### src/rtl/bin2bcd_seq.sv
// Sequential binary-to-BCD converter (shift-add-3), one input bit per clock.
// Optional leading-zero blanking mask is enabled by defining BCD_BLANK_EN.

module bcd_digit_cell (
    input  logic [3:0] d,
    input  logic       cin,
    output logic [3:0] nxt,
    output logic       cout
);
    logic [3:0] adj;

    // Digits stay in 0..9, so the +3 correction never exceeds 12.
    always_comb begin
        adj  = (d >= 4'd5) ? d + 4'd3 : d;
        nxt  = {adj[2:0], cin};
        cout = adj[3];
    end
endmodule

module bin2bcd_seq #(
    parameter int WIDTH  = 12,
    parameter int DIGITS = 4
) (
    input  logic                  clk,
    input  logic                  rst_n,
    input  logic                  start,
    input  logic [WIDTH-1:0]      bin_in,
    output logic                  busy,
    output logic                  done,
    output logic [4*DIGITS-1:0]   bcd_out,
    output logic                  ovf
`ifdef BCD_BLANK_EN
    ,
    output logic [DIGITS-1:0]     blank
`endif
);
    localparam int CW = $clog2(WIDTH + 1);

    typedef enum logic [1:0] {S_IDLE, S_SHIFT, S_DONE} state_t;

    state_t                  state;
    logic [WIDTH-1:0]        shreg;
    logic [DIGITS-1:0][3:0]  digits;
    logic [DIGITS-1:0][3:0]  digits_nxt;
    logic [DIGITS:0]         carry;
    logic [CW-1:0]           cnt;
    logic                    ovf_acc;
    logic                    ovf_nxt;

    assign carry[0] = shreg[WIDTH-1];
    assign ovf_nxt  = ovf_acc | carry[DIGITS];

    generate
        for (genvar k = 0; k < DIGITS; k++) begin : g_dig
            bcd_digit_cell u_cell (
                .d    (digits[k]),
                .cin  (carry[k]),
                .nxt  (digits_nxt[k]),
                .cout (carry[k+1])
            );
        end
    endgenerate

`ifdef BCD_BLANK_EN
    logic [DIGITS-1:0] blank_nxt;
    logic              zero_above;

    // Walk down from the top digit; digit 0 is never blanked.
    always_comb begin
        blank_nxt  = '0;
        zero_above = 1'b1;
        for (int k = DIGITS - 1; k >= 1; k--) begin
            zero_above   = zero_above & (digits_nxt[k] == 4'd0);
            blank_nxt[k] = zero_above & ~ovf_nxt;
        end
    end
`endif

    // Results are captured on the final shift so done and bcd_out appear together.
    always_ff @(posedge clk or negedge rst_n) begin
        if (!rst_n) begin
            state   <= S_IDLE;
            busy    <= 1'b0;
            done    <= 1'b0;
            bcd_out <= '0;
            ovf     <= 1'b0;
            shreg   <= '0;
            digits  <= '0;
            cnt     <= '0;
            ovf_acc <= 1'b0;
`ifdef BCD_BLANK_EN
            blank   <= '0;
`endif
        end else begin
            done <= 1'b0;
            case (state)
                S_IDLE: begin
                    if (start) begin
                        shreg   <= bin_in;
                        digits  <= '0;
                        cnt     <= CW'(WIDTH);
                        ovf_acc <= 1'b0;
                        busy    <= 1'b1;
                        state   <= S_SHIFT;
                    end
                end
                S_SHIFT: begin
                    shreg   <= shreg << 1;
                    digits  <= digits_nxt;
                    ovf_acc <= ovf_nxt;
                    cnt     <= cnt - CW'(1);
                    if (cnt == CW'(1)) begin
                        bcd_out <= digits_nxt;
                        ovf     <= ovf_nxt;
                        done    <= 1'b1;
`ifdef BCD_BLANK_EN
                        blank   <= blank_nxt;
`endif
                        state   <= S_DONE;
                    end
                end
                S_DONE: begin
                    busy  <= 1'b0;
                    state <= S_IDLE;
                end
                default: begin
                    busy  <= 1'b0;
                    state <= S_IDLE;
                end
            endcase
        end
    end
endmodule
### config.mk
export PLATFORM = sky130hd
export DESIGN_NAME = bin2bcd_seq
export DESIGN_NICKNAME = d
export VERILOG_FILES = /design/src/rtl/bin2bcd_seq.sv
export SDC_FILE = /design/constraint.sdc
export NUM_CORES = 1
export LEC_CHECK = 0
export ABC_CLOCK_PERIOD_IN_PS = 1700
export BUFFER_PORTS_ARGS = -buffer_cell sky130_fd_sc_hd__buf_2
export CAP_MARGIN = 20
export CORE_ASPECT_RATIO = 1.5
export CORE_MARGIN = 10
export CORE_UTILIZATION = 40
export CTS_BUF_LIST = sky130_fd_sc_hd__clkbuf_4
export CTS_CLUSTER_SIZE = 30
export DETAILED_ROUTE_END_ITERATION = 8
export PLACE_DENSITY = 0.59
export SYNTH_ARGS = -nofsm -noshare
export SYNTH_HDL_FRONTEND = slang
export SYNTH_SLANG_ARGS = --single-unit
### constraint.sdc
create_clock -name clk -period 1.7 [get_ports clk]
set_input_delay 0.085 -clock clk [delete_from_list [all_inputs] [get_ports clk]]
set_output_delay 0.085 -clock clk [all_outputs]
set_load 0.005 [all_outputs]
Word level (Yosys, flattened, before mapping). Index checks and enable logic that the tools add are counted.

Flip-flop bits (word level): 54. Input bits: 15. Output and inout bits: 19. Logic and storage cells: 52.

$add $sub $neg: 5. Magnitude comparators: 4. Eq/ne operators: 4. Muxes and demuxes: 19. Bitwise logic cells: 2. Reductions and logical operators: 6.

Operator list (count): 16-bit case mux with 2 select lines (1); 12-bit case mux with 2 select lines (1); 4-bit 2-to-1 mux (5); 4-bit by 2-bit adder with 4-bit output, second input constant (4); 4-bit by 3-bit greater-or-equal comparator with 1-bit output, second input constant (4); 16-bit 2-to-1 mux (1); 12-bit 2-to-1 mux (1); 4-bit case mux with 2 select lines (1); 2-bit AND reduction (4); 4-bit by 1-bit == test with 1-bit output, second input constant (1); 1-bit 2-to-1 mux (4); 2-bit 2-to-1 mux (2); 2-bit inequality test, second input constant (2); 1-bit case mux with 2 select lines (2); 2-bit case mux with 2 select lines (1); 4-bit by 1-bit subtractor with 4-bit output, second input constant (1); 2-bit by 1-bit == test with 1-bit output, second input constant (1); 2-bit zero test (1); 2-bit nonzero test (1); 1-bit inverter (1); 1-bit bitwise OR (1).

Logic depth before layout (Yosys ltp).
Depth after elaboration: 4. Gate-level depth with buffers: 8.

By module. A second synthesis with hierarchy kept.

Cells, all modules: 244. Area total of the unflattened synthesis: 2685.1 µm².

By module, submodules not included: bin2bcd_seq (instances 1, cells an instance 176, area each 2249.7 µm²); bcd_digit_cell (instances 4, cells an instance 17, area each 108.9 µm²).

Worst setup path before layout. Ideal clock, no wire load.

Path type: register -> register. Start point: register cnt[1]. End point: register bcd_out[2]. Setup time: 125 ps. Data arrival time: 1425 ps. Setup slack: 150 ps. Stages on the path, launching flop included: 8. Buffers on the path: 1. Clock period less this slack: 1550 ps. Path through: dfrtp_1 inv_1 ha_1 nor3b_4 nand2_8 inv_6 buf_6 mux2_4.

Longest elaborated chain between the ends: 2.

Ends and longest elaborated chain: start, declared (RTL line 46) `logic [CW-1:0] cnt;`; start signal, assigned (RTL line 101) `cnt <= CW'(WIDTH);`; start signal, assigned (RTL line 111) `cnt <= cnt - CW'(1);`; 4-bit by 1-bit == test with 1-bit output (RTL line 112) `if (cnt == CW'(1)) begin`; 2-bit AND reduction (no line); end signal, assigned (RTL line 113) `bcd_out <= digits_nxt;`; end, declared (RTL line 30) `output logic [4*DIGITS-1:0] bcd_out,`.

No other way between the ends. A chain may end at the register's enable or synchronous reset.

Worst setup path after layout.
Start point: register cnt[1]. End point: register bcd_out[14].

The elaborated chain is that of the path after synthesis.

==> impl_metrics.yaml <==
synth:
  synth_edf_count: 0
  synthDistinctLibCells: 31
  syn_area_sq_um: 2570
  netlist_instances: 245
  ys_warn_count: 0
  synthFlopType: "dfrtp_1"
  post_synth.cell_area_avg_sq_um: 10.5
  synth_nets: 270
  yosysSeqAreaShare_pct: 52.6
  async_flop_share_pct: 100
  ys_seq_elements: 54
global_route:
  grt_pass1_wl_microns: 9720
  antenna_found_initial: 0
  grt_max_degree: 55
  grt-ovfl-total: 0
  gr-usage-all-layers_pct: 11.2
  grt_pass1_vias: 2074
setup_path:
  rr_worst_depth: 6
  crit_arrival_ns: 1.87
  cpMaxStageDelayCell: "dfrtp_1"
  r2r-start: "cnt[1]"
  start_kind: "flop"
  crit_path_end_kind: "flop"
  critical_path.cell_chain: "inv_1 > ha_1 > nor3b_4 > nand2_8 > inv_6 > mux2_2"
  crit_path_max_incr_delay_ns: 0.42
  rr_endpoint: "bcd_out[14]"
  crit_fanout: 13
  worstPathRequired_ns: 1.97
  crit_type: "reg -> reg"
  regToRegSetupSlack_ns: 0.11
  critPathTopFamily: "flip-flops"
  cp_num_buf_inv: 2
timing:
  relSlewSlack_pct: 73.4
  finalHoldWorstSlack_ns: 0.0206
  min_period_over_period_pct: 93.8
  drv_slew: 0
  fin_tns_setup_ns: 0
  worst_pin_slew_ns: 0.399
  skew_ns: 0.0169
  rsz0062_at_grt: "false"
  fmax_mhz: 627
  setup_viol: 0
  fin_crit_ns: 1.59
  hold_viol: 0
place:
  hpwl_microns: 3960
  dp_cells: 349
  portBuffers: 33
  gp_congestion: 0.730
clock_tree:
  path_clk_slew_ns: 0.15
  cts_buffers: 5
  cts_sinks: 54
  cts-root-buf: "clkbuf_4"
  cts_tree: "built"
  clk_path_buf_depth: 2
  h-tree-depth: 2
  clock_latency_ns: 0.38
layout:
  final_core_util_pct: 48.8
  layout_common_cells: "dfrtp_1, buf_2, o21ai_0"
  antenna_cells: 0
  area_growth_pct: 17.4
  drive_gt1_share_pct: 22.6
  final_common_cell: "dfrtp_1"
  nNetsFinal: 316
  final_cells: 366
outcome:
  status: "finished clean"
hold_path:
  hp-start: "bin_in[10]"
  whs_path_depth: 3
  holdCritPathClass: "in -> reg"
  holdPathEnd: "shreg[10]"
power:
  cellPowerDensity_nw_per_um2: 1890
  power_frac_seq_pct: 41.7
  power_frac_comb_pct: 45.5
  ir_worst_vdd_mv: 0.793
  p_leak_nw: 1.42
  p_switching_w: 0.00227
  power_frac_clock_pct: 12.8
  swShare_pct: 39.7
  p_int_w: 0.00344
floorplan:
  io_pins: 34
  coreArea_sq_um: 6170
  die_x_microns: 85.4
  initial_core_util_pct: 41.6
  die_area_sq_um: 10100
  row_count: 35
  die_h_microns: 118
route:
  drc: 0
  wl_per_cell_microns: 15.2
  drt-initial-drc-count: 67
  vias: 1980
  via_per_inst: 5.41
  wirelength_microns: 5560
  drt_pass1_iterations: 4
  antenna_left: 0
job:
  maxCapViolCount: 0
## cell type report
class	instances	area [sq um]
clock inverter	3	43.8
inverter	15	61.3
tap	74	92.6
clock buffer	5	37.5
fill	563	3160
sequential	54	1350
timing repair buffer	50	328
multi-input combinational	165	1100
## kinds of logic (layout without fill, tap and decap cells)
logic type | Yosys count | after routing | share of synthesized area (%)
AOI/OAI and AO/OA | 90 | 90 | 20.2
and+or+nand+nor | 51 | 51 | 11.2
muxes | 10 | 10 | 4.63
xor gates and xnor gates | 4 | 4 | 1.36
buffers and inverters | 26 | 73 | 5.11
DFF | 54 | 54 | 52.6
adders and majority gates | 10 | 10 | 4.87
## what timing repair did
item,in CTS,in global routing
resized for setup,0,4
buffers inserted,0,0
endpoints found under the setup margin,0,7
hold buffers,9,0
hold endpoints to repair,62,0
## registers in the layout, indices dropped and copies added (netlist names)
signal,flops
cnt,4
state,2
ovf,1
bcd_out,16
done,1
busy,1
ovf_acc,1
digits,16
shreg,12
## worst reg2reg max path, stage by stage (launching register included)
cell and delay, ns:
dfrtp_1 0.42, inv_1 0.08, ha_1 0.15, nor3b_4 0.30, nand2_8 0.08, inv_6 0.13, mux2_2 0.35
## how the worst max path moves through the flow
stage               from           to  slack, ns  cells after the start
2_1_floorplan     cnt[1]   bcd_out[2]       0.15                      7
5_1_grt           cnt[1]  bcd_out[14]       0.01                      6
6_report          cnt[1]  bcd_out[14]       0.11                      6
3_3_place_gp   digits[4]   bcd_out[6]       0.09                      6
4_1_cts        digits[4]   bcd_out[6]       0.06                      6
3_5_place_dp   digits[4]   bcd_out[6]       0.08                      6
## per-stage QoR
stage	total power, W	setup slack, ns	instance area (sq um)
3_5_place_dp	0.00499	0.0806	2830
5_1_grt	0.00626	0.0128	3020
4_1_cts	0.00574	0.0583	3000
6_report	0.00571	0.105	3020
3_3_place_gp	0.00492	0.0878	2830
2_1_floorplan	0.00421	0.150	2570
## power groups by stage
stage / Combinational [W] / Sequential [W] / Clock, W
after floorplan: 0.00190 / 0.00230 / 0
final: 0.00259 / 0.00238 / 0.000731
after CTS: 0.00261 / 0.00237 / 0.000755
after detailed placement: 0.00259 / 0.00240 / 0
after global placement: 0.00253 / 0.00240 / 0
after global routing: 0.00297 / 0.00249 / 0.000797
## Yosys cell counts, types with 3 or more instances
cell type	count	area, sq um
dfrtp_1	54	1350
a21oi_1	27	135
o21ai_0	27	135
nand2_1	23	86.3
o22ai_1	22	138
inv_1	13	48.8
ha_1	10	125
a22o_1	8	70.1
nor3b_1	6	45.0
buf_2	5	25.0
nor2_1	5	18.8
a31oi_1	4	25.0
mux2i_1	4	40.0
nand2b_1	4	25.0
nor2b_1	4	25.0
xnor2_1	4	35.0
buf_6	3	33.8
clkbuf_1	3	11.3
mux2_2	3	33.8
mux2_4	3	45.0
nand3_1	3	15.0
## per-layer routing
metal / vias to the layer above / track usage [%] / routed length, microns
met3: 4 / 3.16 / 277
met2: 36 / 19.5 / 2860
met5: - / 0 / 0
met1: 977 / 12.8 / 2370
met4: 0 / 3.10 / 57
li1: 963 / - / -
No activity file was read; power rests on OpenSTA's default activity.
